$ cat config.mk
export PLATFORM = sky130hd
export DESIGN_NAME = scan_scheduler
export DESIGN_NICKNAME = d
export VERILOG_FILES = /design/src/rtl/scan_pkg.sv /design/src/rtl/tick_gen.sv /design/src/rtl/scan_scheduler.sv
export SDC_FILE = /design/constraint.sdc
export NUM_CORES = 1
export LEC_CHECK = 0
export BUFFER_PORTS_ARGS = -buffer_cell sky130_fd_sc_hd__buf_2
export CAP_MARGIN = 20
export CORE_MARGIN = 4
export CORE_UTILIZATION = 49
export DETAILED_ROUTE_END_ITERATION = 16
export HOLD_SLACK_MARGIN = 0.05
export PLACE_DENSITY = 0.74
export SETUP_SLACK_MARGIN = 0.1
export SLEW_MARGIN = 25
export SYNTH_ARGS = -nofsm -noshare
export SYNTH_HDL_FRONTEND = slang
export SYNTH_SLANG_ARGS = --single-unit
$ cat constraint.sdc
create_clock -name clock_50m -period 2.04 [get_ports clock_50m]
set_input_delay 0.204 -clock clock_50m [delete_from_list [all_inputs] [get_ports clock_50m]]
set_output_delay 0.204 -clock clock_50m [all_outputs]
set_load 0.005 [all_outputs]
$ cat src/rtl/scan_pkg.sv
// Shared types and constants for the display/keypad scan scheduler.
package scan_pkg;

  typedef enum logic [0:0] {
    F_BLANK = 1'b0,
    F_SHOW  = 1'b1
  } fnd_state_t;

  // Held-code register layout: {valid, code[3:0]}
  localparam logic [4:0] KEY_NONE = 5'b0_0000;

  localparam int FND_DIV_DEF   = 131072;
  localparam int SW_DIV_DEF    = 2097152;
  localparam int DIGITS_DEF    = 8;
  localparam int BLANK_CYC_DEF = 16;

endpackage

$ cat src/rtl/tick_gen.sv
// Free-running 0..DIV-1 counter producing a one-cycle enable tick at DIV-1.
module tick_gen
  import scan_pkg::*;
#(
  parameter int DIV = FND_DIV_DEF
) (
  input  logic clock_50m,
  input  logic rst,
  input  logic en,
  output logic tick
);

  localparam int            W    = (DIV > 1) ? $clog2(DIV) : 1;
  localparam logic [W-1:0]  LAST = W'(DIV - 1);

  logic [W-1:0] count;

  always_ff @(posedge clock_50m) begin
    if (rst) begin
      count <= '0;
    end else if (en) begin
      count <= (count == LAST) ? '0 : count + 1'b1;
    end
  end

  assign tick = en && (count == LAST);

endmodule

$ cat src/rtl/scan_scheduler.sv
// Time-shares FND digit multiplexing and 4x4 keypad scanning from one clock.
//   state   | meaning
//   F_BLANK | all digits off, blank counter running down to 0
//   F_SHOW  | current digit driven with its latched segment byte until fnd_tick
module scan_scheduler
  import scan_pkg::*;
#(
  parameter int FND_DIV   = FND_DIV_DEF,
  parameter int SW_DIV    = SW_DIV_DEF,
  parameter int DIGITS    = DIGITS_DEF,
  parameter int BLANK_CYC = BLANK_CYC_DEF
) (
  input  logic                clock_50m,
  input  logic                rst,
  input  logic                en,
  input  logic [DIGITS*8-1:0] digit_data,
  output logic [7:0]          seg_out,
  output logic [DIGITS-1:0]   digit_sel,
  input  logic [3:0]          key_row,
  output logic [3:0]          key_col,
  output logic [3:0]          key_code,
  output logic                key_valid,
  output logic                fnd_tick,
  output logic                sw_tick
);

  localparam int                BW           = $clog2(BLANK_CYC + 1);
  localparam logic [BW-1:0]     BLANK_RELOAD = BW'(BLANK_CYC - 1);
  localparam int                IW           = $clog2(DIGITS);
  localparam logic [IW-1:0]     LAST_IDX     = IW'(DIGITS - 1);

  tick_gen #(.DIV(FND_DIV)) u_fnd_tick (
    .clock_50m (clock_50m),
    .rst       (rst),
    .en        (en),
    .tick      (fnd_tick)
  );

  tick_gen #(.DIV(SW_DIV)) u_sw_tick (
    .clock_50m (clock_50m),
    .rst       (rst),
    .en        (en),
    .tick      (sw_tick)
  );

  fnd_state_t    fnd_state;
  logic [BW-1:0] blank_cnt;
  logic [IW-1:0] digit_idx;
  logic [7:0]    cur_byte;

  always_comb begin
    cur_byte = '0;
    for (int i = 0; i < DIGITS; i++) begin
      if (digit_idx == IW'(i)) cur_byte = digit_data[i*8 +: 8];
    end
  end

  always_ff @(posedge clock_50m) begin
    if (rst) begin
      fnd_state <= F_BLANK;
      blank_cnt <= BLANK_RELOAD;
      digit_idx <= '0;
      seg_out   <= '0;
      digit_sel <= '0;
    end else if (!en) begin
      // Pause: go dark and restart the blank interval, keep the digit position
      fnd_state <= F_BLANK;
      blank_cnt <= BLANK_RELOAD;
      seg_out   <= '0;
      digit_sel <= '0;
    end else begin
      case (fnd_state)
        F_BLANK: begin
          if (blank_cnt == '0) begin
            fnd_state <= F_SHOW;
            seg_out   <= cur_byte;
            digit_sel <= DIGITS'(1) << digit_idx;
          end else begin
            blank_cnt <= blank_cnt - 1'b1;
          end
        end
        F_SHOW: begin
          if (fnd_tick) begin
            fnd_state <= F_BLANK;
            blank_cnt <= BLANK_RELOAD;
            seg_out   <= '0;
            digit_sel <= '0;
            digit_idx <= (digit_idx == LAST_IDX) ? '0 : digit_idx + 1'b1;
          end
        end
        default: fnd_state <= F_BLANK;
      endcase
    end
  end

  logic [1:0] col_idx;
  logic [1:0] miss_cnt;
  logic [4:0] held_code;
  logic [1:0] row_idx;
  logic       key_hit;
  logic [4:0] cand;

  // Lowest pressed row takes priority
  always_comb begin
    row_idx = 2'd0;
    for (int r = 3; r >= 0; r--) begin
      if (key_row[r]) row_idx = 2'(r);
    end
  end

  assign key_hit = |key_row;
  assign cand    = {1'b1, row_idx, col_idx};
  assign key_col = 4'b0001 << col_idx;

  always_ff @(posedge clock_50m) begin
    if (rst) begin
      col_idx   <= 2'd0;
      miss_cnt  <= 2'd0;
      held_code <= KEY_NONE;
      key_code  <= 4'd0;
      key_valid <= 1'b0;
    end else begin
      key_valid <= 1'b0;
      if (sw_tick) begin
        col_idx <= col_idx + 1'b1;
        if (key_hit) begin
          miss_cnt <= 2'd0;
          if (cand != held_code) begin
            held_code <= cand;
            key_code  <= cand[3:0];
            key_valid <= 1'b1;
          end
        end else if (miss_cnt == 2'd3) begin
          // A whole sweep without any key releases the held code
          miss_cnt  <= 2'd0;
          held_code <= KEY_NONE;
        end else begin
          miss_cnt <= miss_cnt + 1'b1;
        end
      end
    end
  end

endmodule

# Word level (Yosys, flattened, before mapping)
# Index checks and enable logic that the tools add are counted.
# classes
addsub	6
eq_ne	15
shifts	2
n_mux	32
bitwise_logic	4
reduce_logical	13
# op_table
op	count
$mux W8	11
$pmux W8 S2	2
$mux W5	5
$add A21 B1 Y21 const B	1
$eq A21 B21 Y1 const B	1
$mux W21	1
$add A17 B1 Y17 const B	1
$eq A17 B17 Y1 const B	1
$mux W17	1
$eq A3 B3 Y1 const B	4
$mux W2	6
$pmux W5 S2	1
$reduce_and A3 Y1	3
$shl A1 B3 Y8 const A	1
$eq A3 B2 Y1 const B	2
$ne A2 B2 Y1 const B	3
$logic_not A5 Y1	1
$ne A5 B5 Y1	1
$sub A5 B1 Y5 const B	1
$add A2 B1 Y2 const B	2
$not A1 Y1	4
$reduce_and A2 Y1	2
$reduce_or A4 Y1	1
$shl A1 B2 Y4 const A	1
12 further kinds	15
# word_totals
ff_bits	77
inputBits	71
output_inout_bits	27
word_cells	84

# Longest topological paths before layout
# logic_depth
depth_word	11
depth_mapped	10
depth_no_buf	10

# Modules after synthesis
# Synthesis repeated with hierarchy kept, for this count alone.
# hier_totals
cells_unflattened	546
area_unflattened_um2	4294.1
# modules_own_cells
mod	instances	cells_each	area_each_um2	seq_area_each_um2
scan_scheduler	1	332	2447.3	780.7
tick_gen (u_sw_tick)	1	118	987.2	420.4
tick_gen (u_fnd_tick)	1	96	859.6	340.3

# Least setup slack after synthesis
# No wires, ideal clock.
# synth_path
kind	reg-to-reg
from	reg u_fnd_tick.count[6]
to	reg u_fnd_tick.count[10]
setup_ns	0.128
arrival_time_ns	2.074
required_ns	1.912
setup_slack_ns	-0.162
path_stages_with_launch	11
n_path_buf	2
synth_period_minus_slack_ns	2.202
cell_sequence	dfxtp_1 > and4_1 > and4_1 > nand2_1 > nor3_1 > ha_1 > and2_1 > or2_2 > clkbuf_1 > clkbuf_1 > nor2_1
# synth_via
elab_chain_len	2
elab_cells_between_ends	3
classes_between	1 x add/sub; 1 x eq/ne; 1 x mux
# synth_rtl
item	line	text
from (decl)	tick_gen.sv:16	logic [W-1:0] count;
from (signal assigned)	tick_gen.sv:22	count <= (count == LAST) ? '0 : count + 1'b1;
$add A17 B1 Y17 / $eq A17 B17 Y1 (equally long branches)	tick_gen.sv:22	
$mux W17 (*)	tick_gen.sv:22	
# Mark *: on every way between the ends. The rest lies on a longest branch, timed or not.
# A chain may end at the register's enable or synchronous reset.

# Final worst setup path
# layout_path
from	reg u_fnd_tick.count[9]
to	out fnd_tick
# layout_via
elab_chain_len	2
# layout_rtl
item	line	text
$eq A17 B17 Y1	tick_gen.sv:26	assign tick = en && (count == LAST);
$logic_and A1 B1 Y1	tick_gen.sv:26	
to (decl)	scan_scheduler.sv:23	output logic fnd_tick,
# No other way between the ends.

==> summary.md <==
| Metric | Value |
|---|---|
| Outcome | finished clean |
| H-tree Lvls | 3 |
| Worst min path class | input port to flip-flop |
| Row count | 33 |
| Residual DRC count | 0 |
| Max_cap viols | 0 |
| Placed inst area | 4843 sq um |
| Die area | 9914 sq um |
| XOR/XNOR Fraction of Synth Area | between 8 and 9% |
| Mapped Nets | 588 |
| Hold path depth | 2 |
| Vias | approximately 4.1k |
| Core area | 8175 sq um |
| DIE HEIGHT | 99.57 um |
| Final Hold Fails | 0 |
| FMAX | 0.4995 GHz |
| Pint | about 0.0022 W |
| First-pass GRT wire length | 17.35 mm |
| Most frequent cells in the layout | 96 x buf_2, 70 x dfxtp_1, 53 x nor2_1 |
| Worst path bufs/invs | 1 |
| Final min period | 2002 ps |
| DRT Pass-1 Iters | 5 |
| Leakage | 2.207 nW |
| RR Startpoint | u_fnd_tick.count[9] |
| Post-Synthesis Cells | 501 |
| Slowest CP cell | dfxtp_2 |
| Switching power | 0.0006146 W |
| Mapped Avg Cell Area | 8.201 sq um |
| CTS Hold Buffers Added | 0 |
| Vias in the first global route | 3860 |
| R2R cell count | 10 |
| Post-synthesis register bit count | 77 |
| Die Wd | 99.57 um |
| # fillers | 703 |
| Crit-path max FO | 4 |
| Mux cell area share after synthesis | 0.9744% |
| RePlAce Congestion | 0.8512 |
| RR Endpoint | seg_out[1] |
| Post-synth EDFFs | 0 |
| Max Clock Skew | 10.04 ps |
| Area growth syn-to-layout | 30.21% |
| Root buffer cell | clkbuf_8 |
| Largest stage delay, worst path | 330 ps |
| FF+latch area | between 1500 and 2000 sq um |
| Critical Path RT | 1840 ps |
| RSZ-0062 raised after global routing | yes |
| Slew Limit Fails | 0 |
| Compound-cell area share of the yosys netlist | 18.15% |
| Synth async-reset ratio | 0% |
| Worst hold start | rst |
| Switching Share | 22.02% |
| Crit share post-route | 98.14% |
| Clk slew on worst S/H paths | 70 ps |
| TritonCTS Sinks | 77 |
| Critical Path Sink Type | output port |
| Synth Area in Simple Gates | 26.83% |
| Worst setup path class | flip-flop to output port |
| Worst-Skew Late Latency | 340 ps |
| Cts bufs inserted | 9 |
| Final instance area | 5350 sq um |
| Seq pwr share | a little over half |
| Initial Util | 50.26% |
| Share of post-route cells with drive strength above 1 | 32.48% |
| CTS tree | yes |
| Final ANT Viol Nets | 0 |
| Clk network pwr share | between 30% and 40% |
| NumNets Final | 711 |
| Initial antenna violation count | 0 |
| CP cell instances | and4_1, and4_4, nand2_2, nor3_2, ha_2, and2_4, buf_6 |
| DR WL/cell | 14.43 um |
| Final WL | 10.53 mm |
| Cell family with the largest share of critical-path delay | simple AND/OR/NAND/NOR gates |
| Normalized max-slew margin | about 46% |
| Yosys Warn Count | 0 |
| DPL Wire Length | 7.558 mm |
| Largest family of logic cells by synthesized area | simple AND/OR/NAND/NOR gates |
| Crit path launch type | flip-flop |
| Final-report setup violation count | 0 |
| Worst-Margin Slew | approximately 810 ps |
| Port bufs | 97 |
| Ant. Diodes | 0 |
| Comb pwr share | 7.0% |
| Clock tree buffer depth | 2 |
| Netlist Area Pre-Place | 4109 sq um |
| Finished Layout Cells | 730 |
| Synth Area in Adders | 4.872% |
| Top FF cell, synth | dfxtp_1 |
| Largest net degree at the start of global routing | 27 |
| Starting DRT DRC Count | 204 |
| Crit path DAT | 1800 ps |
| Sink of the worst hold path | digit_idx[0] |
| GRT Total Usage | about a fifth |
| Most common library cell in the layout ignoring fill and taps | buf_2 |
| Area of the multi-input gates | 2646 sq um |
| Maximum VDD drop | 0.3312 mV |
| Cell Pwr Density | around 520 nW/um^2 |
| Ports | 98 |
| R2R setup slack | 90 ps |
| Placed cells | 705 |
| Grt total ovfl | 0 |
| Via/cell ratio | 5.560 |
| Post-synth cell types | 49 |
| Sequential fraction of the synthesis area | between 30% and 40% |
[Yosys cell counts, types with 11 or more instances]
cell,count,area share (%)
nor2_1,56,5.1
ha_1,16,4.9
xnor2_1,15,3.2
and3_1,11,1.7
dfxtp_1,77,38
clkbuf_1,18,1.6
o21ai_0,33,4.0
xor2_1,24,5.1
nand2_1,55,5.0
a22oi_1,20,3.7
nand3_1,35,4.3
nand2b_1,12,1.8
a21oi_1,21,2.6
[repair_timing]
item	in CTS	in global routing
gates resized for setup	13	44
pin swaps	2	15
cloned	0	0
setup buffers	7	6
setup endpoints to repair	19	49
[how the worst max path moves through the flow]
stage                        startpoint         end  slack (ps)  cells past startpoint
floorplan           u_fnd_tick.count[8]  seg_out[1]         160                     10
global placement    u_fnd_tick.count[7]  seg_out[1]         100                     10
detailed placement  u_fnd_tick.count[7]  seg_out[1]          20                     10
CTS                 u_fnd_tick.count[9]    fnd_tick           2                      7
global route        u_fnd_tick.count[6]    fnd_tick         -70                      7
finish              u_fnd_tick.count[9]    fnd_tick          40                      7
[state kept, by name, indices dropped and copies added, names as in the netlist, 3 cells and up]
register          count
held_code             5
seg_out               8
u_sw_tick.count      21
blank_cnt             5
key_code              4
u_fnd_tick.count     17
digit_idx             3
digit_sel             8
[metal layers]
metal	global-route usage (%)	routed length, um	vias up
met5	0	0	-
met4	6.723	134	0
met3	5.540	620	14
met2	35.43	5333	120
met1	26.32	4444	1898
li1	-	-	2027
[worst reg2reg max path: stages (launching register included)]
cell and delay [ps]:
dfxtp_2 330, and4_1 210, and4_4 240, nand2_2 60, nor3_2 120, ha_2 220, and2_4 170, nand2_4 80
and3_4 160, a31oi_1 140, o22ai_1 100
[layout make-up]
type                       count  share of cell area, %
multi-input combinational    389                  49.46
sequential                    77                  29.02
timing repair buffer         136                  15.01
clock buffer                  10                  2.572
tap                          105                  2.456
inverter                      11                 0.7717
clock inverter                 2                 0.7016
[cell families (layout without fill, tap and decap cells)]
group	count (synthesis)	in the layout
XOR/XNOR	39	39
AO/OA/AOI/OAI	116	116
multiplexers	4	4
flip-flops	77	77
AND/OR/NAND/NOR	214	214
buffers and inverters	35	159
adder cells (fa/ha/maj)	16	16
[through the flow]
| stage | setup slack [ps] | power [W] | TNS, ps | utilization (%) | hold slack (ps) |
|---|---|---|---|---|---|
| finish | 38.04 | 0.002791 | 0 | 65.44 | 138.9 |
| global route | -70.89 | 0.002911 | -155.5 | 65.44 | 141.4 |
| CTS | 2.008 | 0.002813 | 0 | 62.83 | 131.8 |
| detailed placement | 24.02 | 0.001734 | 0 | 59.24 | 443.6 |
| global placement | 100.9 | 0.001731 | 0 | 59.24 | 442.4 |
| floorplan | 156.7 | 0.001636 | 0 | - | 406.0 |
[power by group through the flow]
stage	Sequential (W)	Clock, W	Combinational [W]
global placement	0.00155	0	0.000177
global route	0.00152	0.00117	0.000214
floorplan	0.00155	0	0.0000828
CTS	0.00152	0.00111	0.000185
detailed placement	0.00155	0	0.000179
finish	0.00152	0.00108	0.000194
(Power assumes the default switching activity.)
